File: config.mk
export PLATFORM = sky130hd
export DESIGN_NAME = fetch_unit
export DESIGN_NICKNAME = d
export VERILOG_FILES = /design/src/rtl/fetch_unit.sv
export SDC_FILE = /design/constraint.sdc
export NUM_CORES = 1
export LEC_CHECK = 0
export CORE_MARGIN = 10
export CORE_UTILIZATION = 35
export DETAILED_ROUTE_END_ITERATION = 10
export PLACE_DENSITY = 0.66
export SETUP_SLACK_MARGIN = 0.1
export SLEW_MARGIN = 10
export SYNTH_ARGS = -nofsm -noshare
export SYNTH_HDL_FRONTEND = slang
export SYNTH_SLANG_ARGS = --single-unit
File: constraint.sdc
create_clock -name clk -period 2.6 [get_ports clk]
set_input_delay 0.78 -clock clk [delete_from_list [all_inputs] [get_ports clk]]
set_output_delay 0.78 -clock clk [all_outputs]
set_load 0.02 [all_outputs]
File: src/rtl/fetch_unit.sv
// fetch_unit: loads the reset vector, fetches opcode plus 0..2 operand bytes, and hands
// them to the decoder. Define FETCH_WATCHDOG_EN to build the ISSUE-state watchdog.
module fetch_unit #(
   parameter int                    REG_WIDTH    = 8,
   parameter int                    ADDR_WIDTH   = 16,
   parameter logic [ADDR_WIDTH-1:0] RESET_VECTOR = 16'hFFFC,
   parameter int                    WDT_LIMIT    = 255
) (
   input  logic                  clk,
   input  logic                  reset_n,
   output logic [ADDR_WIDTH-1:0] mem_addr,
   output logic                  mem_rd,
   input  logic [REG_WIDTH-1:0]  mem_rdata,
   input  logic                  mem_valid,
   output logic [REG_WIDTH-1:0]  instruction_out,
   output logic [ADDR_WIDTH-1:0] addr_out,
   output logic                  instruction_ready,
   input  logic                  instruction_done,
   input  logic                  pc_load,
   input  logic [ADDR_WIDTH-1:0] pc_load_value,
   output logic [ADDR_WIDTH-1:0] pc,
   output logic                  fetch_error
);

   typedef enum logic [2:0] {VEC_LO, VEC_HI, OPC, OPR_LO, OPR_HI, ISSUE} state_t;

   state_t                state, state_next;
   logic [REG_WIDTH-1:0]  vec_lo;
   logic [1:0]            opr_len;
   logic [ADDR_WIDTH-1:0] rd_addr;
   logic                  rd_done;
   logic                  wdt_expire;

   // Operand byte count from the cc/bbb opcode fields.
   function automatic logic [1:0] operand_len(input logic [REG_WIDTH-1:0] opc);
      logic [1:0] cc;
      logic [2:0] bbb;
      cc  = opc[1:0];
      bbb = opc[4:2];
      if (opc == REG_WIDTH'(8'h00) || opc == REG_WIDTH'(8'h40) || opc == REG_WIDTH'(8'h60))
         return 2'd0;
      else if (bbb == 3'b011 || bbb == 3'b111 || (bbb == 3'b110 && cc == 2'b01))
         return 2'd2;
      else if ((cc == 2'b00 || cc == 2'b10) && (bbb == 3'b010 || bbb == 3'b110))
         return 2'd0;
      else
         return 2'd1;
   endfunction

   assign rd_done = mem_rd && mem_valid;

   always_comb begin
      rd_addr = pc;
      if (state == VEC_LO)
         rd_addr = RESET_VECTOR;
      else if (state == VEC_HI)
         rd_addr = RESET_VECTOR + ADDR_WIDTH'(1);
   end

   always_ff @(posedge clk or negedge reset_n) begin
      if (!reset_n)
         state <= VEC_LO;
      else
         state <= state_next;
   end

   always_comb begin
      state_next = state;
      case (state)
         VEC_LO:  if (rd_done) state_next = VEC_HI;
         VEC_HI:  if (rd_done) state_next = OPC;
         OPC:     if (rd_done) state_next = (operand_len(mem_rdata) == 2'd0) ? ISSUE : OPR_LO;
         OPR_LO:  if (rd_done) state_next = (opr_len == 2'd2) ? OPR_HI : ISSUE;
         OPR_HI:  if (rd_done) state_next = ISSUE;
         ISSUE:   if (instruction_done || wdt_expire) state_next = OPC;
         default: state_next = VEC_LO;
      endcase
   end

   always_comb begin
      instruction_ready = (state == ISSUE);
   end

   // Every read state opens with one mem_rd=0 cycle, so mem_rd always drops after a capture.
   always_ff @(posedge clk or negedge reset_n) begin
      if (!reset_n) begin
         mem_rd          <= 1'b0;
         mem_addr        <= '0;
         pc              <= '0;
         instruction_out <= '0;
         addr_out        <= '0;
         vec_lo          <= '0;
         opr_len         <= '0;
      end else if (state == ISSUE) begin
         mem_rd <= 1'b0;
         if (instruction_done && pc_load)
            pc <= pc_load_value;
      end else if (!mem_rd) begin
         mem_rd   <= 1'b1;
         mem_addr <= rd_addr;
      end else if (mem_valid) begin
         mem_rd <= 1'b0;
         case (state)
            VEC_LO: vec_lo <= mem_rdata;
            VEC_HI: pc     <= ADDR_WIDTH'({mem_rdata, vec_lo});
            OPC: begin
               instruction_out <= mem_rdata;
               opr_len         <= operand_len(mem_rdata);
               addr_out        <= '0;
               pc              <= pc + ADDR_WIDTH'(1);
            end
            OPR_LO: begin
               addr_out <= ADDR_WIDTH'(mem_rdata);
               pc       <= pc + ADDR_WIDTH'(1);
            end
            OPR_HI: begin
               addr_out <= ADDR_WIDTH'({mem_rdata, addr_out[REG_WIDTH-1:0]});
               pc       <= pc + ADDR_WIDTH'(1);
            end
            default: ;
         endcase
      end
   end

`ifdef FETCH_WATCHDOG_EN
   logic [7:0] wdt_cnt;

   assign wdt_expire = (state == ISSUE) && !instruction_done && (wdt_cnt == 8'(WDT_LIMIT - 1));

   always_ff @(posedge clk or negedge reset_n) begin
      if (!reset_n) begin
         wdt_cnt     <= '0;
         fetch_error <= 1'b0;
      end else begin
         fetch_error <= wdt_expire;
         if (state != ISSUE)
            wdt_cnt <= '0;
         else if (!instruction_done)
            wdt_cnt <= wdt_cnt + 8'd1;
      end
   end
`else
   assign wdt_expire  = 1'b0;
   assign fetch_error = 1'b0;
`endif

endmodule

==> impl_results.md, run 1 <==
- Status: finished, final reports clean
- Die area: 0.01486 mm2
- DR pass1 iterations: 5
- Vias per cell: 5.242
- VDD IR max: 0.0005710 V
- Leakage: 2.106 nW
- Final wirelength: 11.10 mm
- Synth Net Count: 435
- Share of power burned in registers: 32.8%
- Max_slew headroom: 61.29%
- First-pass GRT wire length: 17.66 mm
- Final setup fails: 0
- Post-CTS Setup Bufs: 0
- Worst Hold Margin: 0.4064 ns
- Chip Height: 121.9 um
- Crit Reg-Reg Endpoint: pc[6]
- Crit-path max FO: 9
- Placer Congestion: 0.8778
- Yosys cell types: 59
- Share of power burned in the clock network: 14.9%
- H-tree levels: 3
- Overflow after GRT: 0
- Fin crit period: 2.353 ns
- Register area share after synthesis: 48.19%
- CP Cell Sequence: clkdlybuf4s50_1
- Die width: 121.9 um
- Largest net degree at the start of global routing: 30
- Fin. Hold Viols: 0
- Critical path arrival: 1.57 ns
- Clk_lat worst skew: 0.36 ns
- Max Cap Violations: 0
- Drt first-iter violations: 186
- Int Pwr: 3.507 mW
- Clock Tree Buf Depth: 2
- Crit path launch: pc[8]
- Cell with the largest stage delay on the worst path: clkdlybuf4s50_1
- Overall power: 6.213 mW
- Clk_skew: 0.01206 ns
- Detailed placement HPWL: 8.119 mm
- GRT Total Usage: 14.97%
- Syn_area_per_cell: 8.975 um2
- Placed instance area: 0.004686 mm2
- Sum of buffers and inverters on the critical path: 1
- Row cnt: 37
- Crit path to: pc[8]
- CP max stage delay: 0.67 ns
- Cells on worst reg2reg path: 6
- Vias in the first global route: 3394
- Fin cells: 637
- CTS sink count: 70
- Top delay family on crit path: buffers and inverters
- Synthesized cell area: 0.003635 mm2
- Worst Setup End Kind: primary output
- Gate power share: 52.3%
- Period utilization: 90.50%
- CTS Root Cell: clkbuf_8
- RSZ-0062 raised after global routing: false
- Switching power: 2.706 mW
- Worst reg2reg setup slack: 0.46 ns
- Antenna-violating nets left: 0
- I/O Buffers: 86
- Worst-margin pin slew: 0.5807 ns
- Core Area: 0.01023 mm2
- Crit path required time: 1.82 ns
- Worst reg2reg startpoint: state[2]
- Crit start category: flop
- TNS Setup: 0 ns
- P&R area growth vs syn: 34.70%
- Final instance area: 0.004896 mm2
- Sw Ratio: 43.55%
- FF+latch count, synth: 70
- Post-synth EDFFs: 0
- Via count: 3339
- Crit Path Class: reg -> out
- Cells after DPL: 621
- Initial Utilization: 35.53%
- Maximum operating frequency: 0.4250 GHz
- Yosys warns: 0
- Layout cells sized above 1: 12.18%
- WL/cell: 17.42 um
- Hold Crit Class: in -> async
- Fin nets: 526
- Ys async rst share: 100.0%
- Mapped Cells: 405
- Fin. max-slew vios: 0
- DRC viols: 0
- Ys flop type: dfrtp_1
- Initial antenna violation count: 0
- CTS Buf Count: 9
- CTS clock-pin slew for the worst setup and hold paths: 0.09 ns
- P per Cell Area: 1269 mW/mm2
- Critical path depth: 1
- ANT cells: 0
- Layout fillers: 993
- TritonCTS clock tree: yes
- Io pins: 88
## power groups by stage
stage          registers, mW  logic (mW)  clock network [mW]
2_1_floorplan           2.40        1.56                   0
3_3_place_gp            2.02        3.21                   0
3_5_place_dp            2.05        3.26                   0
4_1_cts                 2.03        3.28               0.952
5_1_grt                 2.12        3.55               0.997
6_report                2.04        3.25               0.926
## area by class of cell
cell class,instances,area (um2),area share (%)
Multi-Input combinational cell,299,1705,34.83
Clock buffer,10,137.6,2.811
Sequential cell,70,1752,35.78
Timing Repair Buffer,110,1039,21.21
Inverter,6,22.52,0.4600
Tap cell,136,170.2,3.476
Clock inverter,6,70.07,1.431
## cells by family (layout without fill, tap and decap cells)
group / count (synthesis) / after routing / share of synthesized area (%)
XOR/XNOR: 4 / 4 / 0.9640
buffers and inverters: 36 / 132 / 4.888
multiplexers: 17 / 17 / 5.233
AND/OR/NAND/NOR: 163 / 163 / 21.31
adder cells (fa/ha/maj): 1 / 1 / 0.3442
AO/OA/AOI/OAI: 113 / 113 / 18.97
other: 1 / 1 / 0.1032
flip-flops: 70 / 70 / 48.19
## what timing repair did
action,CTS,global route
resized for setup,0,1
setup endpoints to repair,0,1
hold buffers,0,0
## cells in the mapped netlist (4+ instances only)
cell type | n | area share [%]
buf_2 | 19 | 2.6
o211ai_1 | 5 | 1.0
nand3_1 | 16 | 2.2
clkbuf_1 | 6 | 0.62
and3_1 | 6 | 1.0
a21oi_1 | 33 | 4.5
nor2b_1 | 7 | 1.2
nand2_1 | 52 | 5.4
inv_1 | 4 | 0.41
a31oi_1 | 6 | 1.0
mux2_1 | 8 | 2.5
nor2_1 | 55 | 5.7
mux2_2 | 8 | 2.5
a211oi_1 | 4 | 0.83
o21ai_0 | 25 | 3.4
dfrtp_1 | 70 | 48
o21ai_1 | 15 | 2.1
nand4_1 | 5 | 0.86
nor3_1 | 4 | 0.55
## placed cells by master (no fill, tap or decap), types with 5 or more instances in the layout
| master | n |
|---|---|
| clkbuf_8 | 10 |
| o211ai_1 | 5 |
| nand4_1 | 5 |
| a31oi_1 | 6 |
| mux2_2 | 8 |
| and3_1 | 6 |
| nor2b_1 | 7 |
| clkdlybuf4s50_1 | 84 |
| buf_4 | 24 |
| a21oi_1 | 33 |
| nand2_1 | 52 |
| nor2_1 | 55 |
| nand3_1 | 16 |
| mux2_1 | 8 |
| dfrtp_1 | 70 |
| o21ai_1 | 15 |
| o21ai_0 | 25 |
## routing by layer
layer  vias to the layer above  track usage [%]  share of wire [%]
li1                       1604                -                  -
met1                      1612            17.75                 42
met2                       107            24.53                 49
met3                        16            5.458                7.8
met4                         0            5.142                1.6
met5                         -                0                  0
## per-stage QoR
| stage | worst slack [ns] | utilization [%] |
|---|---|---|
| after floorplan | 0.5995 | - |
| after global placement | 0.04457 | 45.80 |
| after detailed placement | 0.04796 | 45.80 |
| after CTS | 0.1098 | 47.83 |
| after global routing | 0.1712 | 47.85 |
| final | 0.2471 | 47.85 |
## sequential cells by signal, indices dropped and copies added, names as in the netlist
| name | cells |
|---|---|
| addr_out | 16 |
| mem_addr | 16 |
| instruction_out | 8 |
| vec_lo | 8 |
| opr_len | 2 |
| pc | 16 |
| state | 3 |
| mem_rd | 1 |
## how the worst min path moves through the flow
| stage | cells after the start | slack (ns) | endpoint | startpoint |
|---|---|---|---|---|
| 3_5_place_dp | 2 | 0.46 | addr_out[10] | addr_out[10] |
| 4_1_cts | 1 | 0.41 | pc[8] | reset_n |
| 2_1_floorplan | 2 | 0.47 | opr_len[1] | opr_len[1] |
| 3_3_place_gp | 2 | 0.46 | addr_out[13] | addr_out[13] |
| 5_1_grt | 1 | 0.44 | pc[8] | reset_n |
| 6_report | 1 | 0.41 | pc[8] | reset_n |
Power figures use the tool's default switching activity.
==> run 2: changes to the inputs <==
GPL_TIMING_DRIVEN = 0   (was default)
SETUP_SLACK_MARGIN = 0.05   (was 0.1)
==> impl_results.md, run 2 (synthesis gave the netlist of run 1 again) <==
- Initial Utilization: 35.53%
- Initial antenna violation count: 0
- Clk_lat worst skew: 0.35 ns
- Fin. max-slew vios: 0
- Period utilization: 95.13%
- WL/cell: 17.76 um
- Final wirelength: 11.40 mm
- Hold Crit Class: in -> async
- Chip Height: 121.9 um
- H-tree levels: 3
- ANT cells: 0
- Sw Ratio: 43.66%
- Clock Tree Buf Depth: 2
- CTS Buf Count: 9
- VDD IR max: 0.0004566 V
- TNS Setup: 0 ns
- Most frequent cells in the layout: 82 x clkdlybuf4s50_1, 70 x dfrtp_1, 55 x nor2_1
- Switching power: 2.731 mW
- Drt first-iter violations: 249
- I/O Buffers: 84
- Worst-margin pin slew: 0.5145 ns
- CTS Root Cell: clkbuf_8
- Most common cell after layout, fill and taps aside: clkdlybuf4s50_1
- M1 wire length: 4.739 mm
- DR top layer: met4
- Int Pwr: 3.524 mW
- Die width: 121.9 um
- DP Worst Slack: -0.1654 ns
- Maximum operating frequency: 0.4043 GHz
- P per Cell Area: 1282 mW/mm2
- Vias per cell: 5.249
- Io pins: 88
- TritonCTS clock tree: yes
- Crit path launch: state[1]
- DR pass1 iterations: 5
- Met3 wire len: 979 um
- Largest net degree at the start of global routing: 48
- Overall power: 6.254 mW
- Final setup fails: 0
- Detailed placement HPWL: 8.411 mm
- Placer Congestion: 0.9158
- Fin. Hold Viols: 0
- Via count: 3370
- Layout fillers: 1001
- Met2 wire length: 5.450 mm
- Status: finished, final reports clean
- Die area: 0.01486 mm2
- Overflow after GRT: 0
- Share of power burned in registers: 31.8%
- Clk_skew: 0.01424 ns
- Share of power burned in the clock network: 14.2%
- Crit-path max FO: 10
- GRT Total Usage: 15.37%
- First-pass GRT wire length: 18.20 mm
- CTS sink count: 70
- Fin crit period: 2.473 ns
- Fin nets: 531
- CTS clock-pin slew for the worst setup and hold paths: 0.08 ns
- Worst Setup End Kind: primary output
- Crit Path Class: reg -> out
- P&R area growth vs syn: 34.22%
- RSZ-0062 raised after global routing: false
- Worst reg2reg startpoint: state[2]
- Layout cells sized above 1: 12.25%
- Largest registers: addr_out (16), mem_addr (16), pc (16)
- Critical path arrival: 1.69 ns
- # hold bufs at CTS: 0
- Crit start category: flop
- Row cnt: 37
- Antenna-violating nets left: 0
- Post-route setup slack: 0.1265 ns
- Max Cap Violations: 0
- DRC viols: 0
- Vias in the first global route: 3434
- Core Area: 0.01023 mm2
- Crit path required time: 1.82 ns
- Leakage: 2.086 nW
- Max_slew headroom: 65.52%
- Gate power share: 53.9%
- Area of the multi-input gates: 0.001705 mm2
- Storage cell area: 0.001752 mm2
-- run 2: changes by cell type in the layout (fill, tap and decap cells not counted), sizes merged --
cell           change
clkbuf             +6
clkdlybuf4s50      -2
buf                +1
clkdlybuf4s15      +1
clkinvlp           +1
dlymetal6s2s       -1
inv                -1
-- run 2: repair_timing --
action | in CTS | in global routing
gates resized for setup | 5 | 1
setup endpoints to repair | 1 | 1
setup buffers | 0 | 0
-- run 2: worst max-delay path, cell delays in order (launching register included) --
cell             delay [ns]
dfrtp_1                0.46
nand3b_4               0.28
inv_4                  0.13
buf_4                  0.19
clkdlybuf4s15_2        0.28
-- run 2: layout make-up --
cell class                 instances  area share, %
inverter                           6         0.5130
clock buffer                      10          2.821
tap                              136          3.488
sequential                        70          35.91
clock inverter                     6          1.257
timing repair buffer              85          17.77
buffer                            30          3.283
multi-input combinational        299          34.96
-- run 2: final timing paths --
path	to	slack, ns	depth (start not counted)
max in group asynchronous	vec_lo[2]	1.73	2
min	mem_addr[6]	0.32	1
min in group clk	addr_out[9]	0.47	2
max reg2reg	vec_lo[5]	0.73	5
max	instruction_ready	0.13	4
min reg2reg	addr_out[9]	0.47	2
-- run 2: per-stage QoR --
step | std cells | cell area (um2) | hold WS, ns | util (%)
2_1_floorplan | 405 | 3635 | 0.4660 | -
3_3_place_gp | 625 | 4646 | 0.4515 | 45.41
3_5_place_dp | 626 | 4671 | 0.4557 | 45.65
4_1_cts | 642 | 4876 | 0.3239 | 47.66
5_1_grt | 642 | 4878 | 0.3375 | 47.68
6_report | 642 | 4878 | 0.3247 | 47.68
-- run 2: power groups by stage --
stage          logic (mW)  registers [mW]  clock network [mW]
3_3_place_gp         3.31            1.98                   0
3_5_place_dp         3.37            2.01                   0
5_1_grt              3.68            2.07               0.955
6_report             3.37            1.99               0.890
2_1_floorplan        1.56            2.40                   0
4_1_cts              3.39            1.99               0.911
-- run 2: layer usage --
layer	up-vias	global-route usage [%]
met3	21	4.533
li1	1604	-
met1	1628	18.44
met5	-	0
met2	117	25.34
met4	0	6.036
==> run 3: changes to the inputs <==
CTS_CLUSTER_SIZE = 16   (was default)
==> results of run 3 <==
Final layout, timing and power as in run 2 (identical DEF).
